$ cat config.mk
export PLATFORM = sky130hd
export DESIGN_NAME = bp_table
export DESIGN_NICKNAME = d
export VERILOG_FILES = /design/src/rtl/bp_pkg.sv /design/src/rtl/bp_sat_ctr.sv /design/src/rtl/bp_table.sv
export SDC_FILE = /design/constraint.sdc
export NUM_CORES = 1
export LEC_CHECK = 0
export BUFFER_PORTS_ARGS = -buffer_cell sky130_fd_sc_hd__buf_2
export CELL_PAD_IN_SITES_DETAIL_PLACEMENT = 1
export CELL_PAD_IN_SITES_GLOBAL_PLACEMENT = 2
export CORE_ASPECT_RATIO = 0.6
export CORE_UTILIZATION = 30
export DETAILED_ROUTE_END_ITERATION = 16
export PLACE_DENSITY = 0.79
export SLEW_MARGIN = 0
export SYNTH_ARGS = -nofsm -noshare
export SYNTH_HDL_FRONTEND = slang
export SYNTH_HIERARCHICAL = 1
export SYNTH_SLANG_ARGS = --single-unit
$ cat constraint.sdc
create_clock -name clk -period 1.8 [get_ports clk]
set_input_delay 0.27 -clock clk [delete_from_list [all_inputs] [get_ports clk]]
set_output_delay 0.27 -clock clk [all_outputs]
set_load 0.03 [all_outputs]
$ cat src/rtl/bp_pkg.sv
// Shared helpers for the branch predictor: counter reset value, saturating step, index hash.
// Pure combinational functions, no state.
// No flow control; callers size results with a width cast.
package bp_pkg;

   // Largest value representable in w bits (w capped at 32).
   function automatic logic [31:0] sat_max(input int unsigned w);
      logic [31:0] mx;
      if (w >= 32) begin
         mx = '1;
      end else begin
         mx = (32'd1 << w) - 32'd1;
      end
      return mx;
   endfunction

   // Weakly not-taken: one below the midpoint of a w-bit counter.
   function automatic int unsigned ctr_init(input int unsigned w);
      return (32'd1 << (w - 1)) - 32'd1;
   endfunction

   // One saturating step of a w-bit counter: up increments and holds at the max,
   // down decrements and holds at zero.
   function automatic logic [31:0] sat_step(input logic [31:0] v,
                                            input logic        up,
                                            input int unsigned w);
      logic [31:0] mx;
      logic [31:0] nv;
      mx = sat_max(w);
      if (up) begin
         nv = (v >= mx) ? mx : v + 32'd1;
      end else begin
         nv = (v == 32'd0) ? 32'd0 : v - 32'd1;
      end
      return nv;
   endfunction

   // Table index: PC word-address bits XOR history, masked to idx_w bits.
   // With history tied to zero this is plain PC indexing.
   function automatic logic [31:0] idx_hash(input logic [63:0]  pc,
                                            input logic [31:0]  hist,
                                            input int unsigned  idx_w);
      logic [63:0] word_addr;
      word_addr = pc >> 2;
      return (word_addr[31:0] ^ hist) & sat_max(idx_w);
   endfunction

endpackage

$ cat src/rtl/bp_sat_ctr.sv
// One CTR_W-bit saturating direction counter; exposes only its MSB as the taken hint.
// Update takes effect at the clock edge where en_i is sampled; value visible next cycle.
// No flow control; an enabled update is always accepted.
module bp_sat_ctr
   import bp_pkg::*;
#(
   parameter int unsigned CTR_W = 2
) (
   input  logic clk,
   input  logic rst,
   input  logic en_i,
   input  logic up_i,
   output logic taken_o
);

   localparam logic [CTR_W-1:0] CTR_RST = CTR_W'(ctr_init(CTR_W));

   logic [CTR_W-1:0] ctr_q;
   logic [CTR_W-1:0] ctr_d;

   // Next value: one saturating step in the resolved direction when enabled.
   always_comb begin
      ctr_d = ctr_q;
      if (en_i) begin
         ctr_d = CTR_W'(sat_step(32'(ctr_q), up_i, CTR_W));
      end
   end

   // Counter register, reloaded to the weakly not-taken value on reset.
   always_ff @(posedge clk) begin
      if (rst) begin
         ctr_q <= CTR_RST;
      end else begin
         ctr_q <= ctr_d;
      end
   end

   assign taken_o = ctr_q[CTR_W-1];

endmodule

$ cat src/rtl/bp_table.sv
// Branch direction predictor: 2^IDX_W saturating counters, optional gshare hash (GSHARE_EN).
// Prediction registered one cycle after the request; training visible to the next request.
// No backpressure: a request and an update may each be accepted every cycle.
module bp_table
   import bp_pkg::*;
#(
   parameter int unsigned IDX_W = 4,
   parameter int unsigned CTR_W = 2,
   parameter int unsigned PC_W  = 32,
   parameter int unsigned CNT_W = 16
) (
   input  logic             clk,
   input  logic             rst,
   input  logic             req_valid,
   input  logic [PC_W-1:0]  req_pc,
   output logic             pred_valid,
   output logic             pred_taken,
   output logic [IDX_W-1:0] pred_idx,
   input  logic             upd_valid,
   input  logic [IDX_W-1:0] upd_idx,
   input  logic             upd_taken,
   input  logic             upd_pred,
   output logic [CNT_W-1:0] mispred_cnt
);

   localparam int unsigned DEPTH = 1 << IDX_W;

   logic [DEPTH-1:0] ctr_msb;
   logic [IDX_W-1:0] hist;
   logic [IDX_W-1:0] req_idx;

   logic             pred_valid_q, pred_valid_d;
   logic             pred_taken_q, pred_taken_d;
   logic [IDX_W-1:0] pred_idx_q,   pred_idx_d;
   logic [CNT_W-1:0] mispred_cnt_q, mispred_cnt_d;

`ifdef GSHARE_EN
   logic [IDX_W-1:0] ghr_q, ghr_d;

   // History shifts in every resolved outcome, oldest bit falls off the top.
   always_comb begin
      ghr_d = ghr_q;
      if (upd_valid) begin
         ghr_d = {ghr_q[IDX_W-2:0], upd_taken};
      end
   end

   // History register; requests hash with the value held at their sampling edge.
   always_ff @(posedge clk) begin
      if (rst) begin
         ghr_q <= '0;
      end else begin
         ghr_q <= ghr_d;
      end
   end

   assign hist = ghr_q;
`else
   assign hist = '0;
`endif

   // Counter array; only the entry addressed by upd_idx steps on an update.
   for (genvar i = 0; i < DEPTH; i++) begin : g_ctr
      bp_sat_ctr #(
         .CTR_W   (CTR_W)
      ) u_ctr (
         .clk     (clk),
         .rst     (rst),
         .en_i    (upd_valid && (upd_idx == IDX_W'(i))),
         .up_i    (upd_taken),
         .taken_o (ctr_msb[i])
      );
   end

   // Request index and lookup; reads the registered counters, so a same-cycle
   // update to the same entry is not seen (read-before-write).
   always_comb begin
      req_idx      = IDX_W'(idx_hash(64'(req_pc), 32'(hist), IDX_W));
      pred_valid_d = req_valid;
      pred_taken_d = pred_taken_q;
      pred_idx_d   = pred_idx_q;
      if (req_valid) begin
         pred_taken_d = ctr_msb[req_idx];
         pred_idx_d   = req_idx;
      end
   end

   // Mispredict counter steps on each update whose prediction was wrong, holding at max.
   always_comb begin
      mispred_cnt_d = mispred_cnt_q;
      if (upd_valid && (upd_pred != upd_taken)) begin
         mispred_cnt_d = CNT_W'(sat_step(32'(mispred_cnt_q), 1'b1, CNT_W));
      end
   end

   // Output and monitor registers; reset drops any in-flight prediction.
   always_ff @(posedge clk) begin
      if (rst) begin
         pred_valid_q  <= 1'b0;
         pred_taken_q  <= 1'b0;
         pred_idx_q    <= '0;
         mispred_cnt_q <= '0;
      end else begin
         pred_valid_q  <= pred_valid_d;
         pred_taken_q  <= pred_taken_d;
         pred_idx_q    <= pred_idx_d;
         mispred_cnt_q <= mispred_cnt_d;
      end
   end

   assign pred_valid  = pred_valid_q;
   assign pred_taken  = pred_taken_q;
   assign pred_idx    = pred_idx_q;
   assign mispred_cnt = mispred_cnt_q;

endmodule
==> results.md, run 1 <==
- Initial Util: 31.1%
- Fin nets: 435
- RSZ-0062 raised after global routing: no
- Reg-to-reg slack, setup: 0.12 ns
- Setup WS post-layout: 0.122 ns
- Post-synthesis sequential area ratio: 40.6%
- Worst hold path class: input port to flop
- CTS tree: built
- Row Count: 26
- Most used DFF post-synth: dfxtp_1
- Final ANT Viol Nets: 0
- FFs w/ async S/R, synth: 0%
- Startpoint types: flop
- Syn Area/Cell: 7.86 µm²
- Top achievable clock speed: 596 MHz
- Unique masters post-synth: 37
- # Max-Cap Violations: 0
- H-tree levels: 2
- Tmin final: 1.68 ns
- Total CTS buffers: 5
- Max stage delay on crit path: 0.60 ns
- IO Count: 64
- Clock slew at reported path FFs: 0.07 ns
- Hold_sp: rst
- Number of synthesized flops with an enable pin: 0
- PwrDens: 802 nW/µm²
- Drt drc: 0
- Max VDD drop: 0.000357 V
- Total gr overflow: 0
- Post-CTS Setup Bufs: 0
- Die area: 9280 µm²
- Chip Width: 124 µm
- Vias in the first global route: 2356
- Ratio of cells with drive above 1 in the final layout: 17.1%
- Gate Count Post-Synth: 339
- Leak: 1.43 nW
- DPL Wire Length: 5590 µm
- Sum Neg Setup Slack: 0 ns
- Via/cell ratio: 5.05
- # diodes: 0
- Cell area after synthesis: 2670 µm²
- Final Max Tran Viols: 0
- Cts repair resizes: 0
- Post-Route WL: 7550 µm
- Worst-Skew Late Latency: 0.29 ns
- 1st-iter DRT viols: 123
- Worst-Margin Slew: 0.427 ns
- Floorplan core area: 8560 µm²
- Ys Warns: 6
- Final worst path period share: 93.2%
- Status: finished clean
- Worst Skew: 0.00975 ns
- Synth area leader: dfxtp_1
- Critical path, cell by cell: nand4_1 -> or4_4 -> or3_1 -> a31oi_1
- CTS Hold Bufs: 0
- Buffers added on ports: 35
- First-pass GRT wire length: 12200 µm
- Slowest-stage cell, CP: or4_4
- Post-Syn Nets: 382
- Final setup viols: 0
- Root Buffer: clkbuf_16
- Max Root-Sink Buffers: 2
- Routability Congestion: 0.760
- CP Class: flop to flop
- Slew Limit Headroom: 71.3%
- Most common cell after layout, fill and taps aside: a21oi_1
- Top cell type's share of synthesized area: 40.6%
- GRT Total Usage: 17.3%
- Worst path required time: 2.02 ns
- Pre-CTS setup slack: 0.104 ns
- Min Hold Slack: 0.261 ns
- Area contributors post-synth: dfxtp_1 41%, a21oi_1 11%, o21ai_0 9.4%
- Num Clock Sinks: 54
- Worst Path Max Fanout: 6
- DR pass1 iterations: 4
- Die Y: 75.0 µm
- Wire length per cell: 15.0 µm
- Largest net degree at the start of global routing: 41
- Initial antenna violation count: 0
- Final Hold Vio Count: 0
- P&R area growth vs syn: 21.4%
- Critical Path End Type: flop
- Vias after detailed routing: 2546
- FF+latch count, synth: 54
- Worst R2R Start: mispred_cnt[6]
- Crit path from: mispred_cnt[6]
- Crit path DAT: 1.89 ns
- Most frequent cells in the layout: 59 x a21oi_1, 50 x o21ai_0, 50 x dfxtp_1
-- final cells by class --
cell class / count / area (µm²)
flip-flops and latches: 54 / 1090
inverters: 37 / 139
well taps: 112 / 140
clock buffers: 7 / 133
fillers: 1075 / 5320
repair buffers: 52 / 315
multi-input cells: 242 / 1420
-- critical path, delay by kind of cell, from the launching register on --
family / cells / cell delay [ns]
AOI/OAI and AO/OA: 1 / 0.16
DFF: 1 / 0.39
and+or+nand+nor: 3 / 1.06
-- worst paths after layout --
kind                             end  cells after the start
max                  mispred_cnt[11]                      4
min                       pred_valid                      2
max reg2reg          mispred_cnt[11]                      4
min reg2reg  g_ctr[8].u_ctr/ctr_q[1]                      2
-- registers in the layout, indices dropped and copies added, names as in the netlist --
signal,count
pred_taken,1
mispred_cnt,16
pred_idx,4
pred_valid,1
g_ctr.u_ctr/ctr_q,32
-- routing by layer --
layer / vias to the layer above / share of wire (%) / GRT usage (%)
li1: 1300 / - / -
met4: 0 / 0.41 / 2.41
met2: 25 / 42 / 24.4
met5: - / 0 / 0
met3: 2 / 2.2 / 3.86
met1: 1219 / 55 / 26.8
-- cell usage after synthesis, drive strengths merged (2+ instances only) --
| cell | instances |
|---|---|
| nor2b | 3 |
| a21oi | 59 |
| xor2 | 3 |
| dfxtp | 54 |
| nand3 | 6 |
| nor3 | 9 |
| mux2i | 9 |
| a21o | 16 |
| nand3b | 2 |
| mux4 | 2 |
| inv | 37 |
| or3 | 2 |
| o21ai | 50 |
| a31oi | 3 |
| nor2 | 21 |
| xnor2 | 8 |
| nor4 | 4 |
| o2111ai | 2 |
| nand2b | 2 |
| a22oi | 2 |
| nand4 | 3 |
| clkbuf | 6 |
| nand2 | 24 |
-- power breakdown --
group	leakage (nW)	internal, mW	switching, mW
clock network	0.0640	0.511	0.425
logic	0.922	0.142	0.203
registers	0.442	1.26	0.0579
-- logic make-up (layout without fill, tap and decap cells) --
kind of cell | after synthesis | count (layout) | share of synthesized area [%]
AOI/OAI and AO/OA | 136 | 136 | 28.2
xor gates and xnor gates | 11 | 11 | 3.90
adders and majority gates | 1 | 1 | 0.469
buffers and inverters | 43 | 96 | 6.06
DFF | 54 | 54 | 40.6
muxes | 11 | 11 | 5.07
and+or+nand+nor | 83 | 83 | 15.7
-- metrics by stage --
step,instance area (µm²),utilization [%],total power [mW],instances
3_3_place_gp,3100,36.3,1.67,497
2_1_floorplan,2670,-,1.54,339
3_5_place_dp,3100,36.3,1.69,497
6_report,3240,37.8,2.59,504
5_1_grt,3240,37.8,2.74,504
4_1_cts,3240,37.8,2.63,504
No activity file was read; power rests on OpenSTA's default activity.
==> run 2, diff against run 1 <==
--- a/config.mk
+++ b/config.mk
@@ -5,13 +5,14 @@
 export SDC_FILE = /design/constraint.sdc
 export NUM_CORES = 1
 export LEC_CHECK = 0
+export ABC_AREA = 1
 export BUFFER_PORTS_ARGS = -buffer_cell sky130_fd_sc_hd__buf_2
 export CELL_PAD_IN_SITES_DETAIL_PLACEMENT = 1
 export CELL_PAD_IN_SITES_GLOBAL_PLACEMENT = 2
 export CORE_ASPECT_RATIO = 0.6
-export CORE_UTILIZATION = 30
+export CORE_UTILIZATION = 28
 export DETAILED_ROUTE_END_ITERATION = 16
-export PLACE_DENSITY = 0.79
+export PLACE_DENSITY = 0.78
 export SLEW_MARGIN = 0
 export SYNTH_ARGS = -nofsm -noshare
 export SYNTH_HDL_FRONTEND = slang
==> run 2 against run 1 <==
  * Non-clock buffer count is 6 lower
  * Clock skew is 0.0049 ns lower
  * Critical path depth is 6 higher
  * Combinational power is 28% lower
  * Die area is 19% higher
  * Synthesized cell count is 39% higher
  * Clock-buffer cell count is 2 lower
  * Register-to-register slack better by 0.098 ns
  * Synthesized area is 11% higher
==> results.md, run 2 <==
- Status: finished clean
- Chip Width: 135 µm
- First-pass GRT wire length: 14500 µm
- Sum Neg Setup Slack: 0 ns
- Clock slew at reported path FFs: 0.07 ns
- H-tree levels: 2
- Comb power frac: 9.6%
- Worst-Margin Slew: 0.486 ns
- Critical Path End Type: flop
- Root Buffer: clkbuf_16
- P&R area growth vs syn: 19.7%
- Buffers added on ports: 35
- DR pass1 iterations: 4
- CP Class: flop to flop
- Num Clock Sinks: 54
- Cell area after synthesis: 2960 µm²
- Max Root-Sink Buffers: 2
- Post-synthesis sequential area ratio: 36.5%
- Tmin final: 1.58 ns
- Worst-Skew Late Latency: 0.30 ns
- Row Count: 28
- Most common cell in the netlist: nand2_1
- Worst Path Max Fanout: 4
- IO Count: 64
- RSZ-0062 raised after global routing: no
- Leak: 1.57 nW
- Reg-to-reg slack, setup: 0.22 ns
- Worst reg2reg path depth: 10
- Worst R2R Start: mispred_cnt[1]
- Initial antenna violation count: 0
- Worst path required time: 1.99 ns
- Synth area leader: dfxtp_1
- Pre-CTS setup slack: 0.156 ns
- Number of synthesized flops with an enable pin: 0
- Setup WS post-layout: 0.220 ns
- Initial Util: 29.4%
- Die area: 11000 µm²
- Final ANT Viol Nets: 0
- CTS tree: built
- Gate Count Post-Synth: 472
- Post-synth top cells: 180 x nand2_1, 58 x nor2_1, 56 x inv_1
- Area contributors post-synth: dfxtp_1 37%, nand2_1 23%, nor2_1 7.4%
- Unique masters post-synth: 28
- Drt drc: 0
- Switching share of power: 25.4%
- Max VDD drop: 0.000346 V
- Crit path to: mispred_cnt[12]
- DPL Wire Length: 6940 µm
- CTS Hold Bufs: 0
- Vias in the first global route: 2881
- Wire length per cell: 13.6 µm
- Most common cell after layout, fill and taps aside: nand2_1
- # Max-Cap Violations: 0
- Overall Power: 2.61 mW
- Final setup viols: 0
- Via/cell ratio: 4.59
- Number of flip-flops in the largest register: 32
- Ys Warns: 6
- Slew Limit Headroom: 67.3%
- Worst hold path class: input port to flop
- Syn Area/Cell: 6.27 µm²
- Crit Reg-Reg Endpoint: mispred_cnt[12]
- Startpoint types: flop
- Final Max Tran Viols: 0
- Internal power: 1.95 mW
- Top cell type's share of synthesized area: 36.5%
- Routability Congestion: 0.751
- Psw: 0.661 mW
- Most used DFF post-synth: dfxtp_1
- GRT Total Usage: 17.3%
- Final worst path period share: 87.8%
- Largest net degree at the start of global routing: 33
- 1st-iter DRT viols: 108
- Post-Syn Nets: 515
- Fillers: 1334
- Crit path DAT: 1.77 ns
- Post-Route WL: 8920 µm
- Top achievable clock speed: 633 MHz
- Die Y: 81.6 µm
- Ratio of cells with drive above 1 in the final layout: 17.9%
- Floorplan core area: 10100 µm²
- Total CTS buffers: 5
- Worst Skew: 0.00489 ns
- Clock network power share: 43.1%
- Total gr overflow: 0
- Vias after detailed routing: 3008
- Final Hold Vio Count: 0
- Top reg by flops: g_ctr.u_ctr/ctr_q
- Most frequent cells in the layout: 180 x nand2_1, 57 x nor2_1, 56 x inv_1
- Min Hold Slack: 0.263 ns
- # diodes: 0
- FF+latch count, synth: 54
- Crit path from: mispred_cnt[1]
- PwrDens: 736 nW/µm²
- Fin nets: 563
- Seq pwr share: 47.3%
- FFs w/ async S/R, synth: 0%
- Hold_sp: req_pc[5]
run 2: changes by cell type after synthesis, sizes merged, moves of 7 or more:
cell	previous run	this run
a21o	16	0
mux2i	9	0
a21oi	59	44
nor2	21	76
o21ai	50	13
nand3	6	21
inv	37	56
xnor2	8	1
nand2	24	182
run 2: cell families (layout without fill, tap and decap cells):
kind of cell / Yosys count / in the layout / share of synthesized area [%]
xor+xnor: 4 / 4 / 1.18
simple gates: 291 / 291 / 41.2
flops: 54 / 54 / 36.5
fa+ha+maj: 1 / 1 / 0.423
buf+inv: 62 / 111 / 8.29
compound gates: 60 / 60 / 12.4
run 2: worst min path at each step:
| stage | end | cells after the start |
|---|---|---|
| 5_1_grt | pred_taken | 3 |
| 3_3_place_gp | g_ctr[7].u_ctr/ctr_q[0] | 3 |
| 3_5_place_dp | g_ctr[5].u_ctr/ctr_q[0] | 2 |
| 6_report | pred_taken | 3 |
| 4_1_cts | pred_taken | 3 |
| 2_1_floorplan | g_ctr[0].u_ctr/ctr_q[1] | 1 |
run 2: repair_timing:
action                                 CTS  global route
endpoints found under the hold margin    0             0
buffers inserted                         0             0
resized for setup                        0             2
setup endpoints to repair                0             5
run 2: cell type report:
cell class / count / area [µm²] / share of cell area [%]
clock inverters: 3 / 40.0 / 1.13
well taps: 135 / 169 / 4.77
clock buffers: 5 / 125 / 3.53
repair buffers: 46 / 270 / 7.63
multi-input cells: 356 / 1640 / 46.4
flip-flops and latches: 54 / 1080 / 30.5
inverters: 57 / 214 / 6.04
run 2: stage by stage:
step	utilization, %	instance area, µm²	std cells
6_report	35.2	3540	656
5_1_grt	35.2	3540	656
3_5_place_dp	33.5	3370	648
3_3_place_gp	33.5	3370	648
2_1_floorplan	-	2960	472
4_1_cts	35.1	3530	656
run 2: critical path: stages, from the launching register on:
cell and delay (ns):
dfxtp_1 0.34, ha_1 0.18, nand2_1 0.08, nor2_1 0.12
buf_4 0.14, nand2_4 0.07, nor2_4 0.14, buf_4 0.14
nand2_1 0.06, nor3_1 0.15, nor2_1 0.05
run 2: layer usage:
| layer | vias up | part of all wire (%) | GRT usage, % |
|---|---|---|---|
| li1 | 1562 | - | - |
| met1 | 1422 | 54 | 23.8 |
| met2 | 17 | 43 | 27.8 |
| met3 | 7 | 1.7 | 3.33 |
| met4 | 0 | 0.85 | 4.49 |
| met5 | - | 0 | 0 |
run 2: power by group through the flow:
| stage | clock (mW) | combinational [mW] | sequential (mW) |
|---|---|---|---|
| 2_1_floorplan | 0 | 0.112 | 1.28 |
| 3_3_place_gp | 0 | 0.244 | 1.26 |
| 3_5_place_dp | 0 | 0.253 | 1.26 |
| 4_1_cts | 1.16 | 0.254 | 1.23 |
| 5_1_grt | 1.21 | 0.279 | 1.24 |
| 6_report | 1.12 | 0.250 | 1.23 |
==> run 3, diff against run 2 <==
--- a/config.mk
+++ b/config.mk
@@ -12,7 +12,7 @@
 export CORE_ASPECT_RATIO = 0.6
 export CORE_UTILIZATION = 28
 export DETAILED_ROUTE_END_ITERATION = 16
-export PLACE_DENSITY = 0.78
+export PLACE_DENSITY_LB_ADDON = 0.1
 export SLEW_MARGIN = 0
 export SYNTH_ARGS = -nofsm -noshare
 export SYNTH_HDL_FRONTEND = slang
==> constraint.sdc (replaced) <==
create_clock -name clk -period 1.8 [get_ports clk]
set_input_delay 0.27 -clock clk [delete_from_list [all_inputs] [get_ports clk]]
set_output_delay 0.27 -clock clk [all_outputs]
set_load 0.05 [all_outputs]
==> run 3 against run 2 <==
  * Clock skew rose by 0.0026 ns
  * Non-clock buffer count rose by 6
  * Hold slack got worse by 0.015 ns
  * Die area did not move
  * Core utilization rose by 0.70 points
  * Highest routed layer unchanged
  * Clock-buffer cell count rose by 1
  * Critical path type unchanged
  * Global-route usage rose by 0.19 points
==> results.md, run 3 (synthesized netlist as in run 2, its figures left out) <==
- Status: finished clean
- Clock slew at reported path FFs: 0.07 ns
- Sum Neg Setup Slack: 0 ns
- Worst hold path class: input port to flop
- Row Count: 28
- Num Clock Sinks: 54
- Startpoint types: flop
- Vias after detailed routing: 2980
- GRT Total Usage: 17.5%
- # diodes: 0
- Largest net degree at the start of global routing: 33
- First-pass GRT wire length: 14600 µm
- Critical Path End Type: flop
- PwrDens: 772 nW/µm²
- # Max-Cap Violations: 0
- Initial Util: 29.4%
- Max VDD drop: 0.000344 V
- Top reg by flops: g_ctr.u_ctr/ctr_q
- Vias in the first global route: 2944
- Most frequent cells in the layout: 180 x nand2_1, 58 x nor2_1, 56 x inv_1
- Top achievable clock speed: 627 MHz
- Tmin final: 1.59 ns
- Worst Path Max Fanout: 7
- Buffers added on ports: 35
- Die Y: 81.6 µm
- Overall Power: 2.79 mW
- Worst path required time: 2.04 ns
- Reg-to-reg slack, setup: 0.21 ns
- Placed Area: 3400 µm²
- Initial antenna violation count: 0
- Final Cell Area: 3610 µm²
- P&R area growth vs syn: 22.1%
- Post-Route WL: 8790 µm
- RSZ-0062 raised after global routing: no
- CTS tree: built
- Final setup viols: 0
- Max stage delay on crit path: 0.36 ns
- Via/cell ratio: 4.50
- Drt drc: 0
- Utilization after layout: 35.9%
- Routability Congestion: 0.757
- Ratio of cells with drive above 1 in the final layout: 19.0%
- Total gr overflow: 0
- Cell repeated most along the worst path: nand2_1
- Final Hold Vio Count: 0
- Final ANT Viol Nets: 0
- Die area: 11000 µm²
- Critical path, cell by cell: ha_1 -> nand2_1 -> nor2_1 -> buf_4 -> nand2_4 -> nor2_4 -> nand3_4 -> buf_6 -> nand3_1 -> nand2_1 -> inv_1
- Wire length per cell: 13.3 µm
- Final Max Tran Viols: 0
- 1st-iter DRT viols: 117
- Number of flip-flops in the largest register: 32
- Final worst path period share: 88.6%
- Total CTS buffers: 5
- Leak: 1.61 nW
- Worst-Skew Late Latency: 0.30 ns
- Worst-Margin Slew: 0.493 ns
- Slew Limit Headroom: 66.9%
- Chip Width: 135 µm
- Root Buffer: clkbuf_16
- Crit path DAT: 1.83 ns
- H-tree levels: 2
- Slowest-stage cell, CP: dfxtp_2
- Floorplan core area: 10100 µm²
- Fin nets: 569
- Worst Skew: 0.00748 ns
- Most common cell after layout, fill and taps aside: nand2_1
- CP Class: flop to flop
- DPL Wire Length: 7000 µm
- Max Root-Sink Buffers: 2
- DR pass1 iterations: 4
- IO Count: 64
-- run 3: where the power goes --
| part | switching, mW | internal [mW] |
|---|---|---|
| Combinational | 0.186 | 0.0721 |
| Clock | 0.458 | 0.836 |
| Sequential | 0.0176 | 1.22 |
| Total | 0.662 | 2.13 |
-- run 3: critical path: cells and delay by family (launching register included) --
family | cells | cell delay, ns
buffers and inverters | 3 | 0.38
adder cells (fa/ha/maj) | 1 | 0.18
flip-flops | 1 | 0.36
AND/OR/NAND/NOR | 7 | 0.60
-- run 3: final timing paths --
check                          start                       to  cells past startpoint
max                   mispred_cnt[1]           mispred_cnt[9]                     11
min                        req_pc[5]               pred_taken                      3
max reg2reg           mispred_cnt[1]           mispred_cnt[9]                     11
min reg2reg  g_ctr[9].u_ctr/ctr_q[0]  g_ctr[9].u_ctr/ctr_q[0]                      2
-- run 3: timing repair --
action / 4_1_cts / 5_1_grt
hold buffers: 0 / 0
setup endpoints to repair: 0 / 3
buffers inserted: 0 / 0
resized for setup: 0 / 2
-- run 3: per-layer routing --
layer  share of wire (%)  track usage (%)
met4                0.86             4.61
met1                  55             25.6
met3                 2.5             3.58
met2                  41             25.9
met5                   0                0
-- run 3: cell type report --
| type | count | area, µm² |
|---|---|---|
| multi-input cells | 356 | 1640 |
| clock inverters | 2 | 60.1 |
| inverters | 57 | 214 |
| well taps | 135 | 169 |
| clock buffers | 6 | 139 |
| flip-flops and latches | 54 | 1080 |
| repair buffers | 52 | 307 |
| fillers | 1335 | 6440 |
-- run 3: metrics by stage --
step | hold slack [ns] | instances | worst slack (ns)
floorplan | 0.332 | 472 | 0.150
global placement | 0.472 | 654 | 0.217
detailed placement | 0.484 | 654 | 0.184
CTS | 0.244 | 662 | 0.155
global route | 0.269 | 662 | 0.00263
finish | 0.248 | 662 | 0.205
